==> src/rtl/mem_pkg.sv <==
`default_nettype none
// ============================================================================
// Module   : mem_pkg
// Purpose  : Shared access-size encodings, LSU state type and fault helper
//            used by the load/store unit, the RAM and the writeback stage.
// Revision : 1.0 - initial release
// ============================================================================
package mem_pkg;

    // Access-size encodings (identical on the RAM Mode input)
    localparam logic [1:0] MEM_BYTE    = 2'b00;
    localparam logic [1:0] MEM_HALF    = 2'b01;
    localparam logic [1:0] MEM_WORD    = 2'b10;
    localparam logic [1:0] MEM_ILLEGAL = 2'b11;

    // Load/store unit sequencing states
    typedef enum logic [1:0] {
        IDLE   = 2'd0,
        ACCESS = 2'd1,
        RESP   = 2'd2
    } lsu_state_t;

    // Illegal size or an address not naturally aligned to the access size
    function automatic logic size_align_fault(input logic [1:0] size,
                                              input logic [1:0] addr_lo);
        logic f;
        f = 1'b0;
        case (size)
            MEM_HALF:    f = addr_lo[0];
            MEM_WORD:    f = |addr_lo;
            MEM_ILLEGAL: f = 1'b1;
            default:     f = 1'b0;
        endcase
        return f;
    endfunction

endpackage
`default_nettype wire

==> src/rtl/load_extender.sv <==
`default_nettype none
// ============================================================================
// Module   : load_extender
// Purpose  : Combinational sign/zero extension of right-aligned load data.
//            Shared between the load/store unit and the writeback stage.
// Revision : 1.0 - initial release
// ============================================================================
module load_extender
    import mem_pkg::*;
(
    input  logic [1:0]  size,
    input  logic        sign_ext,
    input  logic [31:0] raw,
    output logic [31:0] data
);

    // Replicate the top bit of the accessed lane when sign extension is asked for
    always_comb begin
        data = raw;
        case (size)
            MEM_BYTE: data = {{24{sign_ext & raw[7]}},  raw[7:0]};
            MEM_HALF: data = {{16{sign_ext & raw[15]}}, raw[15:0]};
            default:  data = raw;
        endcase
    end

endmodule
`default_nettype wire

==> src/rtl/mem_access_unit.sv <==
`default_nettype none
// ============================================================================
// Module   : mem_access_unit
// Purpose  : Single-outstanding load/store unit in front of the data RAM.
//            Checks size/alignment/range, drives the RAM for one cycle and
//            returns an extended, registered response with a fault flag.
// Options  : MEM_ACCESS_PERF_CNT_EN - enables load/store/fault counters;
//            when undefined the perf ports read 0.
// Revision : 1.0 - initial release
// ============================================================================
module mem_access_unit
    import mem_pkg::*;
#(
    parameter int ADDR_W = 12,
    parameter int DATA_W = 32
)(
    input  logic              clk,
    input  logic              clr,
    input  logic              req_valid,
    output logic              req_ready,
    input  logic              req_we,
    input  logic [1:0]        req_size,
    input  logic              req_signed,
    input  logic [31:0]       req_addr,
    input  logic [DATA_W-1:0] req_wdata,
    output logic              rsp_valid,
    input  logic              rsp_ready,
    output logic [DATA_W-1:0] rsp_rdata,
    output logic              rsp_fault,
    output logic [ADDR_W-1:0] ram_addr,
    output logic [DATA_W-1:0] ram_data_in,
    output logic [1:0]        ram_mode,
    output logic              ram_memWrite,
    output logic              ram_sel,
    input  logic [DATA_W-1:0] ram_data_out,
    output logic [31:0]       perf_loads,
    output logic [31:0]       perf_stores,
    output logic [31:0]       perf_faults
);

    lsu_state_t        state;
    lsu_state_t        state_next;

    logic [ADDR_W-1:0] cap_addr;
    logic [1:0]        cap_size;
    logic              cap_we;
    logic              cap_signed;
    logic [DATA_W-1:0] cap_wdata;

    logic              accept;
    logic              req_fault;
    logic [DATA_W-1:0] ext_data;

    assign accept    = req_valid & req_ready;
    // Any address bit above the RAM window makes the request out of range
    assign req_fault = size_align_fault(req_size, req_addr[1:0])
                     | (|req_addr[31:ADDR_W]);

    load_extender u_load_extender (
        .size     (cap_size),
        .sign_ext (cap_signed),
        .raw      (ram_data_out),
        .data     (ext_data)
    );

    // State register
    always_ff @(posedge clk or posedge clr) begin
        if (clr) begin
            state <= IDLE;
        end else begin
            state <= state_next;
        end
    end

    // Next-state: faults bypass the RAM cycle and go straight to the response
    always_comb begin
        state_next = state;
        case (state)
            IDLE:    if (accept) state_next = req_fault ? RESP : ACCESS;
            ACCESS:  state_next = RESP;
            RESP:    if (rsp_ready) state_next = IDLE;
            default: state_next = IDLE;
        endcase
    end

    // Outputs: RAM port is only driven (non-zero) during the ACCESS cycle
    always_comb begin
        req_ready    = (state == IDLE);
        rsp_valid    = (state == RESP);
        ram_sel      = (state == ACCESS);
        ram_addr     = ram_sel ? cap_addr  : '0;
        ram_mode     = ram_sel ? cap_size  : 2'b00;
        ram_memWrite = ram_sel & cap_we;
        ram_data_in  = ram_sel ? cap_wdata : '0;
    end

    // Request capture and response data; a fault response carries zero data
    always_ff @(posedge clk or posedge clr) begin
        if (clr) begin
            cap_addr   <= '0;
            cap_size   <= 2'b00;
            cap_we     <= 1'b0;
            cap_signed <= 1'b0;
            cap_wdata  <= '0;
            rsp_rdata  <= '0;
            rsp_fault  <= 1'b0;
        end else begin
            if (accept) begin
                cap_addr   <= req_addr[ADDR_W-1:0];
                cap_size   <= req_size;
                cap_we     <= req_we;
                cap_signed <= req_signed;
                cap_wdata  <= req_wdata;
                rsp_fault  <= req_fault;
                rsp_rdata  <= '0;
            end
            if (state == ACCESS) begin
                rsp_rdata <= cap_we ? '0 : ext_data;
            end
        end
    end

`ifdef MEM_ACCESS_PERF_CNT_EN
    logic [31:0] cnt_loads;
    logic [31:0] cnt_stores;
    logic [31:0] cnt_faults;

    // Event counters: completed accesses counted on leaving ACCESS, faults on acceptance
    always_ff @(posedge clk or posedge clr) begin
        if (clr) begin
            cnt_loads  <= '0;
            cnt_stores <= '0;
            cnt_faults <= '0;
        end else begin
            if (state == ACCESS) begin
                if (cap_we) cnt_stores <= cnt_stores + 32'd1;
                else        cnt_loads  <= cnt_loads  + 32'd1;
            end
            if (accept && req_fault) begin
                cnt_faults <= cnt_faults + 32'd1;
            end
        end
    end

    assign perf_loads  = cnt_loads;
    assign perf_stores = cnt_stores;
    assign perf_faults = cnt_faults;
`else
    assign perf_loads  = '0;
    assign perf_stores = '0;
    assign perf_faults = '0;
`endif

endmodule
`default_nettype wire

==> config.mk <==
export PLATFORM = sky130hd
export DESIGN_NAME = mem_access_unit
export DESIGN_NICKNAME = d
export VERILOG_FILES = /design/src/rtl/mem_pkg.sv /design/src/rtl/load_extender.sv /design/src/rtl/mem_access_unit.sv
export SDC_FILE = /design/constraint.sdc
export NUM_CORES = 1
export LEC_CHECK = 0
export BUFFER_PORTS_ARGS = -buffer_cell sky130_fd_sc_hd__clkbuf_2
export CORE_AREA = 2 2 109 111
export DETAILED_ROUTE_END_ITERATION = 10
export DIE_AREA = 0 0 111 113
export PLACE_DENSITY = 0.75
export SETUP_SLACK_MARGIN = 0.1
export SLEW_MARGIN = 10
export SYNTH_ARGS = -nofsm -noshare
export SYNTH_HDL_FRONTEND = slang
export SYNTH_SLANG_ARGS = --single-unit
==> constraint.sdc <==
create_clock -name clk -period 3.2 [get_ports clk]
set_clock_uncertainty 0.1 [all_clocks]
set_input_delay 0 -clock clk [delete_from_list [all_inputs] [get_ports clk]]
set_output_delay 0 -clock clk [all_outputs]
set_load 0.005 [all_outputs]
==> results of run 1 <==
state kept, by name, indices dropped and copies added, names as in the netlist:
name / flops
cap_addr: 12
rsp_fault: 1
state: 2
cap_we: 1
cap_signed: 1
cap_size: 2
cap_wdata: 32
rsp_rdata: 32
worst reg2reg max path: stages (launching register included):
cell	delay [ps]
dfrtp_1	930
a21oi_2	90
nor3_4	520
a22o_1	250
repair_timing:
action                    CTS  global route
hold endpoints to repair  144             0
resized for setup           0             0
hold buffers               83             0
routing by layer:
layer / track usage / vias up / wire length [um]
met5: 0 / - / 0
li1: - / 1634 / -
met4: 0.0892 / 0 / 376
met3: 0.0428 / 31 / 688
met2: 0.306 / 181 / 5670
met1: 0.196 / 1631 / 4380
stage by stage:
stage / cell area (um2) / instances / setup slack (ps) / util / power [mW]
6_report: 6390 / 797 / 1220 / 0.567 / 3.10
5_1_grt: 6390 / 797 / 1060 / 0.567 / 3.25
4_1_cts: 6390 / 797 / 1150 / 0.567 / 3.13
3_5_place_dp: 5220 / 698 / 1220 / 0.463 / 1.85
3_3_place_gp: 5220 / 698 / 1270 / 0.463 / 1.82
2_1_floorplan: 4940 / 483 / 963 / - / 1.79
report_power, final:
part	switching [mW]	leakage, nW	internal [mW]	total [mW]
Sequential	0.132	1.04	1.21	1.34
Clock	0.401	0.163	0.784	1.19
Combinational	0.200	2.22	0.373	0.572
Total	0.733	3.43	2.37	3.10
cell families after synthesis:
| logic type | share of synthesized area |
|---|---|
| simple gates | 0.117 |
| buf+inv | 0.188 |
| other cells | 0.000818 |
| compound gates | 0.0811 |
| flops | 0.453 |
| mux | 0.160 |
final cells by class:
| class | instances | share of cell area |
|---|---|---|
| Sequential cell | 83 | 0.325 |
| Multi-Input combinational cell | 282 | 0.314 |
| Timing Repair Buffer | 271 | 0.278 |
| Clock buffer | 12 | 0.0386 |
| Tap cell | 143 | 0.0280 |
| Clock inverter | 4 | 0.0153 |
| Inverter | 2 | 0.00157 |
layout by cell type (no fill, tap or decap):
| cell | n |
|---|---|
| nand2b_1 | 17 |
| nor2_2 | 2 |
| clkbuf_8 | 1 |
| conb_1 | 96 |
| mux2_1 | 1 |
| o21a_1 | 1 |
| inv_2 | 1 |
| dfrtp_1 | 83 |
| clkinvlp_4 | 1 |
| clkbuf_16 | 9 |
| nor2b_1 | 1 |
| buf_4 | 2 |
| nor3_1 | 1 |
| a21oi_2 | 1 |
| o21ai_1 | 4 |
| nand2_1 | 8 |
| o211ai_1 | 1 |
| a22o_1 | 32 |
| o21bai_2 | 1 |
| inv_4 | 1 |
| and2_4 | 1 |
| bufinv_16 | 3 |
| nor3_4 | 1 |
| nor2_1 | 3 |
| clkbuf_2 | 186 |
| clkbuf_1 | 2 |
| dlygate4sd3_1 | 83 |
| nor4_1 | 5 |
| o21ai_0 | 5 |
| nand3_1 | 2 |
| a21oi_1 | 3 |
| mux2_4 | 48 |
| and2_1 | 48 |
final timing paths:
path | start | endpoint | slack [ps]
max | state[1]$_DFFE_PP0P_ | ram_data_in[7] | 1220
min | req_addr[22] | state[0]$_DFFE_PP0P_ | 20
max in group asynchronous | clr | state[0]$_DFFE_PP0P_ | 1940
max reg2reg | cap_size[1]$_DFFE_PP0P_ | rsp_rdata[27]$_DFFE_PP0P_ | 1230
min in group asynchronous | clr | cap_wdata[14]$_DFFE_PP0P_ | 280
min reg2reg | cap_addr[1]$_DFFE_PP0P_ | cap_addr[1]$_DFFE_PP0P_ | 400
==> impl_metrics.env, run 1 <==
export IMPL_cts_sinks=83
export IMPL_critPathTopFamily="buffers and inverters"
export IMPL_min_path_type="in2reg"
export IMPL_worst_ir_drop_vdd_mv=0.306
export IMPL_core_mm2=0.0113
export IMPL_gp_congestion=0.780
export IMPL_drt_wirelength_per_cell_um=13.9
export IMPL_full_die_area_mm2=0.0125
export IMPL_initial_core_util=0.407
export IMPL_cts_root_buf="clkbuf_16"
export IMPL_seqCellArea_mm2=0.00208
export IMPL_detailroute_via_count=3477
export IMPL_netlist_top_cells_count="buf_4 (96), dfrtp_1 (83), and2_1 (49)"
export IMPL_finish_net_count=753
export IMPL_crit_path_cell_trace="nand2b_1 -> inv_2 -> and2_1 -> clkbuf_2"
export IMPL_ant_nets=0
export IMPL_dp_hpwl_um=7100
export IMPL_yosysWarnings=0
export IMPL_drt_vias_per_instance=4.36
export IMPL_synth_async_reset_ratio=1.00
export IMPL_synth_enable_flop_cells=0
export IMPL_min_period_over_period=0.618
export IMPL_via_count_of_the_first_global_routing_pass=3488
export IMPL_final_max_slew_viol_count=0
export IMPL_grt_util_all_layers=0.173
export IMPL_synth_seq_area_share=0.453
export IMPL_p_per_area_mw_per_mm2=485
export IMPL_synth_ff_latch_count=83
export IMPL_rows=39
export IMPL_insertedDiodeCount=0
export IMPL_antenna_found_initial=0
export IMPL_detailedRoute_firstIterationViolations=233
export IMPL_dr_pass1_iters=4
export IMPL_ctsLongestPathBuffers=2
export IMPL_htree_num_levels=3
export IMPL_hold_depth=5
export IMPL_filler_cell_count=908
export IMPL_detail_route_wirelength_um=11100
export IMPL_crit_path_top_delay_cell="inv_2"
export IMPL_numCtsBuffers=9
export IMPL_startpoint_type="register"
export IMPL_share_of_layout_cells_above_drive_strength_1=0.394
export IMPL_yosys_cell_count_top_type="buf_4"
export IMPL_outcome="completed"
export IMPL_slew_headroom=0.388
export IMPL_reg2reg_depth=3
export IMPL_syn2layout_area_growth_pct=39.5
export IMPL_setup_viol=0
export IMPL_fin_crit_ps=1980
export IMPL_critPathMaxFanout=48
export IMPL_timing_critical_path_arrival_ps=1880
export IMPL_synth_lib_cells_used_distinct=28
export IMPL_yosys_most_used_dff="dfrtp_1"
export IMPL_post_synth_inst_count=388
export IMPL_fmax_mhz=505
export IMPL_synthDominantAreaCellType="dfrtp_1"
export IMPL_clock_latency_ps=330
export IMPL_post_cts_setup_buffers=0
export IMPL_post_synth_cell_area_avg_um2=11.8
export IMPL_clk_pin_slew_worst_paths_ps=60
export IMPL_pin_count=283
export IMPL_multi_input_area_mm2=0.00201
export IMPL_timing_worst_slew_pin_value_ps=919
export IMPL_die_h_um=113
export IMPL_drc_errors=0
export IMPL_synth_top_cells_by_area="dfrtp_1 (45%), buf_4 (16%), mux2_4 (16%), and2_1 (6.7%), a22o_1 (6.1%)"
export IMPL_rsz0062_at_grt="false"
export IMPL_die_w_um=111
export IMPL_largest_net_degree_at_the_start_of_global_routing=65
export IMPL_fin_worst_hold_slack_ps=23.8
export IMPL_cp_num_buf_inv=2
export IMPL_number_of_max_capacitance_violations_reported=0
export IMPL_slowest_delay_ps=520
export IMPL_p_leak_nw=3.43
export IMPL_synth_area_mm2=0.00458
export IMPL_tritoncts_clock_tree="built"
export IMPL_critical_path_class="reg2out"
export IMPL_area_fraction_of_the_dominant_cell_type_after_synthesis=0.453
export IMPL_hold_viol_final=0
export IMPL_port_buffers=186
export IMPL_grt_remaining_overflow=0
export IMPL_crit_cells=4
export IMPL_critPathRequiredTime_ps=3100
export IMPL_kind_of_capture_point_of_the_worst_setup_path="primary output"
export IMPL_grt_first_pass_wirelength_um=17200
export IMPL_setup_total_negative_slack_ps=0
Note: power is estimated with default switching activity, not from simulation.
==> inputs of run 2 (changes only) <==
--- a/config.mk
+++ b/config.mk
@@ -6,10 +6,10 @@
 export NUM_CORES = 1
 export LEC_CHECK = 0
 export BUFFER_PORTS_ARGS = -buffer_cell sky130_fd_sc_hd__clkbuf_2
-export CORE_AREA = 2 2 109 111
+export CORE_MARGIN = 2
+export CORE_UTILIZATION = 39
 export DETAILED_ROUTE_END_ITERATION = 10
-export DIE_AREA = 0 0 111 113
-export PLACE_DENSITY = 0.75
+export PLACE_DENSITY = 0.76
 export SETUP_SLACK_MARGIN = 0.1
 export SLEW_MARGIN = 10
 export SYNTH_ARGS = -nofsm -noshare
==> constraint.sdc (replaced) <==
create_clock -name clk -period 1.6 [get_ports clk]
set_clock_uncertainty 0.1 [all_clocks]
set_input_delay 0 -clock clk [delete_from_list [all_inputs] [get_ports clk]]
set_output_delay 0 -clock clk [all_outputs]
set_load 0.005 [all_outputs]
==> impl_metrics.env, run 2 (synthesis gave the netlist of run 1 again) <==
export IMPL_die_w_um=112
export IMPL_pin_count=283
export IMPL_final_max_slew_viol_count=0
export IMPL_fin_crit_ps=1560
export IMPL_clk_pin_slew_worst_paths_ps=60
export IMPL_worst_ir_drop_vdd_mv=0.461
export IMPL_cp_num_buf_inv=2
export IMPL_clock_latency_ps=330
export IMPL_crit_path_top_delay_cell="dfrtp_1"
export IMPL_detailroute_via_count=3731
export IMPL_filler_cell_count=891
export IMPL_detail_route_wirelength_um=13500
export IMPL_dp_hpwl_um=7330
export IMPL_cts_sinks=83
export IMPL_seqCellArea_mm2=0.00208
export IMPL_numCtsBuffers=9
export IMPL_grt_first_pass_wirelength_um=19100
export IMPL_crit_path_cell_trace="nor2_2 -> and2_4 -> buf_12 -> buf_12 -> mux2_4"
export IMPL_p_leak_nw=3.67
export IMPL_share_of_layout_cells_above_drive_strength_1=0.469
export IMPL_r2r_start="state[1]$_DFFE_PP0P_"
export IMPL_holdCritStartpoint="req_addr[22]"
export IMPL_ctsLongestPathBuffers=2
export IMPL_dpl_instance_area_mm2=0.00531
export IMPL_slowest_delay_ps=410
export IMPL_final_util=0.603
export IMPL_fin_worst_hold_slack_ps=3.95
export IMPL_drt_wirelength_per_cell_um=16.4
export IMPL_timing_critical_path_arrival_ps=1680
export IMPL_critPathTopFamily="flip-flops"
export IMPL_dr_pass1_iters=5
export IMPL_timing_rr_end="cap_addr[7]$_DFFE_PP0P_"
export IMPL_port_buffers=186
export IMPL_layout_cells_most_common="clkbuf_2"
export IMPL_layout_cells_most_common_list="clkbuf_2 (174), conb_1 (96), dlygate4sd3_1 (83)"
export IMPL_number_of_max_capacitance_violations_reported=0
export IMPL_full_die_area_mm2=0.0126
export IMPL_critPathRequiredTime_ps=1710
export IMPL_hold_depth=5
export IMPL_startpoint_type="register"
export IMPL_via_count_of_the_first_global_routing_pass=3760
export IMPL_drc_errors=0
export IMPL_reg2reg_setup_slack_ps=40
export IMPL_drt_vias_per_instance=4.53
export IMPL_rows=39
export IMPL_most_repeated_library_cell_on_the_critical_path="buf_12"
export IMPL_hold_viol_final=0
export IMPL_kind_of_capture_point_of_the_worst_setup_path="register"
export IMPL_p_per_area_mw_per_mm2=853
export IMPL_fmax_mhz=639
export IMPL_finish_net_count=779
export IMPL_tritoncts_clock_tree="built"
export IMPL_slew_headroom=0.638
export IMPL_ant_nets=0
export IMPL_grt_remaining_overflow=0
export IMPL_timing_worst_slew_pin_value_ps=538
export IMPL_top_regs="cap_wdata x32, rsp_rdata x32, cap_addr x12"
export IMPL_critical_path_class="reg2reg"
export IMPL_hold_end="rsp_fault$_DFFE_PP0P_"
export IMPL_core_mm2=0.0115
export IMPL_detailedRoute_firstIterationViolations=178
export IMPL_reg2reg_depth=5
export IMPL_syn2layout_area_growth_pct=50.8
export IMPL_setup_viol=0
export IMPL_htree_num_levels=3
export IMPL_largest_net_degree_at_the_start_of_global_routing=84
export IMPL_gp_congestion=0.773
export IMPL_min_path_type="in2reg"
export IMPL_critPathMaxFanout=13
export IMPL_grt_util_all_layers=0.192
export IMPL_die_h_um=112
export IMPL_layout_cell_area_non_filler_mm2=0.00691
export IMPL_multi_input_area_mm2=0.00211
export IMPL_initial_core_util=0.400
export IMPL_cts_root_buf="clkbuf_16"
export IMPL_min_period_over_period=0.977
export IMPL_rsz0062_at_grt="true"
export IMPL_antenna_found_initial=0
export IMPL_outcome="completed"
export IMPL_insertedDiodeCount=0
run 2: changes by cell type in the layout (fill, tap and decap cells not counted), sizes merged, moves of 2 or more:
cell	previous run	this run
clkinvlp	1	3
clkbuf	198	186
buf	2	32
bufinv	3	0
clkinv	0	7
run 2: metal layers:
metal	part of all wire	up-vias	global-route usage
li1	-	1690	-
met2	0.54	191	0.341
met3	0.058	27	0.0421
met1	0.38	1823	0.226
met5	0	-	0
met4	0.026	0	0.0772
run 2: worst max path at each step:
stage,from,cells past startpoint,to
after floorplan,state[1]$_DFFE_PP0P_,5,cap_addr[0]$_DFFE_PP0P_
after global placement,state[1]$_DFFE_PP0P_,3,rsp_rdata[4]$_DFFE_PP0P_
after detailed placement,state[1]$_DFFE_PP0P_,3,rsp_rdata[2]$_DFFE_PP0P_
after CTS,state[1]$_DFFE_PP0P_,4,ram_data_in[27]
final,state[1]$_DFFE_PP0P_,5,cap_addr[7]$_DFFE_PP0P_
after global routing,state[1]$_DFFE_PP0P_,5,ram_data_in[30]
run 2: worst reg2reg max path, cell delays in order (launching register included):
cell and delay [ps]:
dfrtp_1 410, nor2_2 140, and2_4 180, buf_12 130
buf_12 170, mux2_4 320
run 2: repair_timing:
action                     4_1_cts  5_1_grt
gates resized for setup         10       63
pin swaps                        4       18
setup buffers                    6        5
hold buffers                    83        0
gates cloned                     3        6
hold endpoints to repair       164        0
setup endpoints to repair      119      111
run 2: layout make-up:
| cell class | instances | area share |
|---|---|---|
| flip-flops and latches | 83 | 0.301 |
| multi-input cells | 282 | 0.305 |
| repair inverters | 6 | 0.0127 |
| inverters | 2 | 0.00398 |
| repair buffers | 291 | 0.314 |
| clock inverters | 5 | 0.00434 |
| clock buffers | 11 | 0.0337 |
| well taps | 143 | 0.0259 |
run 2: metrics by stage:
stage / setup TNS, ps / std cells / total power [mW] / setup slack (ps)
3_5_place_dp: -489 / 704 / 3.77 / -59.9
3_3_place_gp: 0 / 704 / 3.73 / 20.7
2_1_floorplan: 0 / 483 / 3.58 / 108
4_1_cts: 0 / 812 / 5.89 / 29.6
6_report: 0 / 823 / 5.90 / 36.3
5_1_grt: -18.0 / 823 / 6.20 / -5.37
run 2: report_power, final:
group	switching (mW)	internal, mW
combinational	0.522	0.858
clock	0.822	1.04
sequential	0.234	2.42
total	1.58	4.32
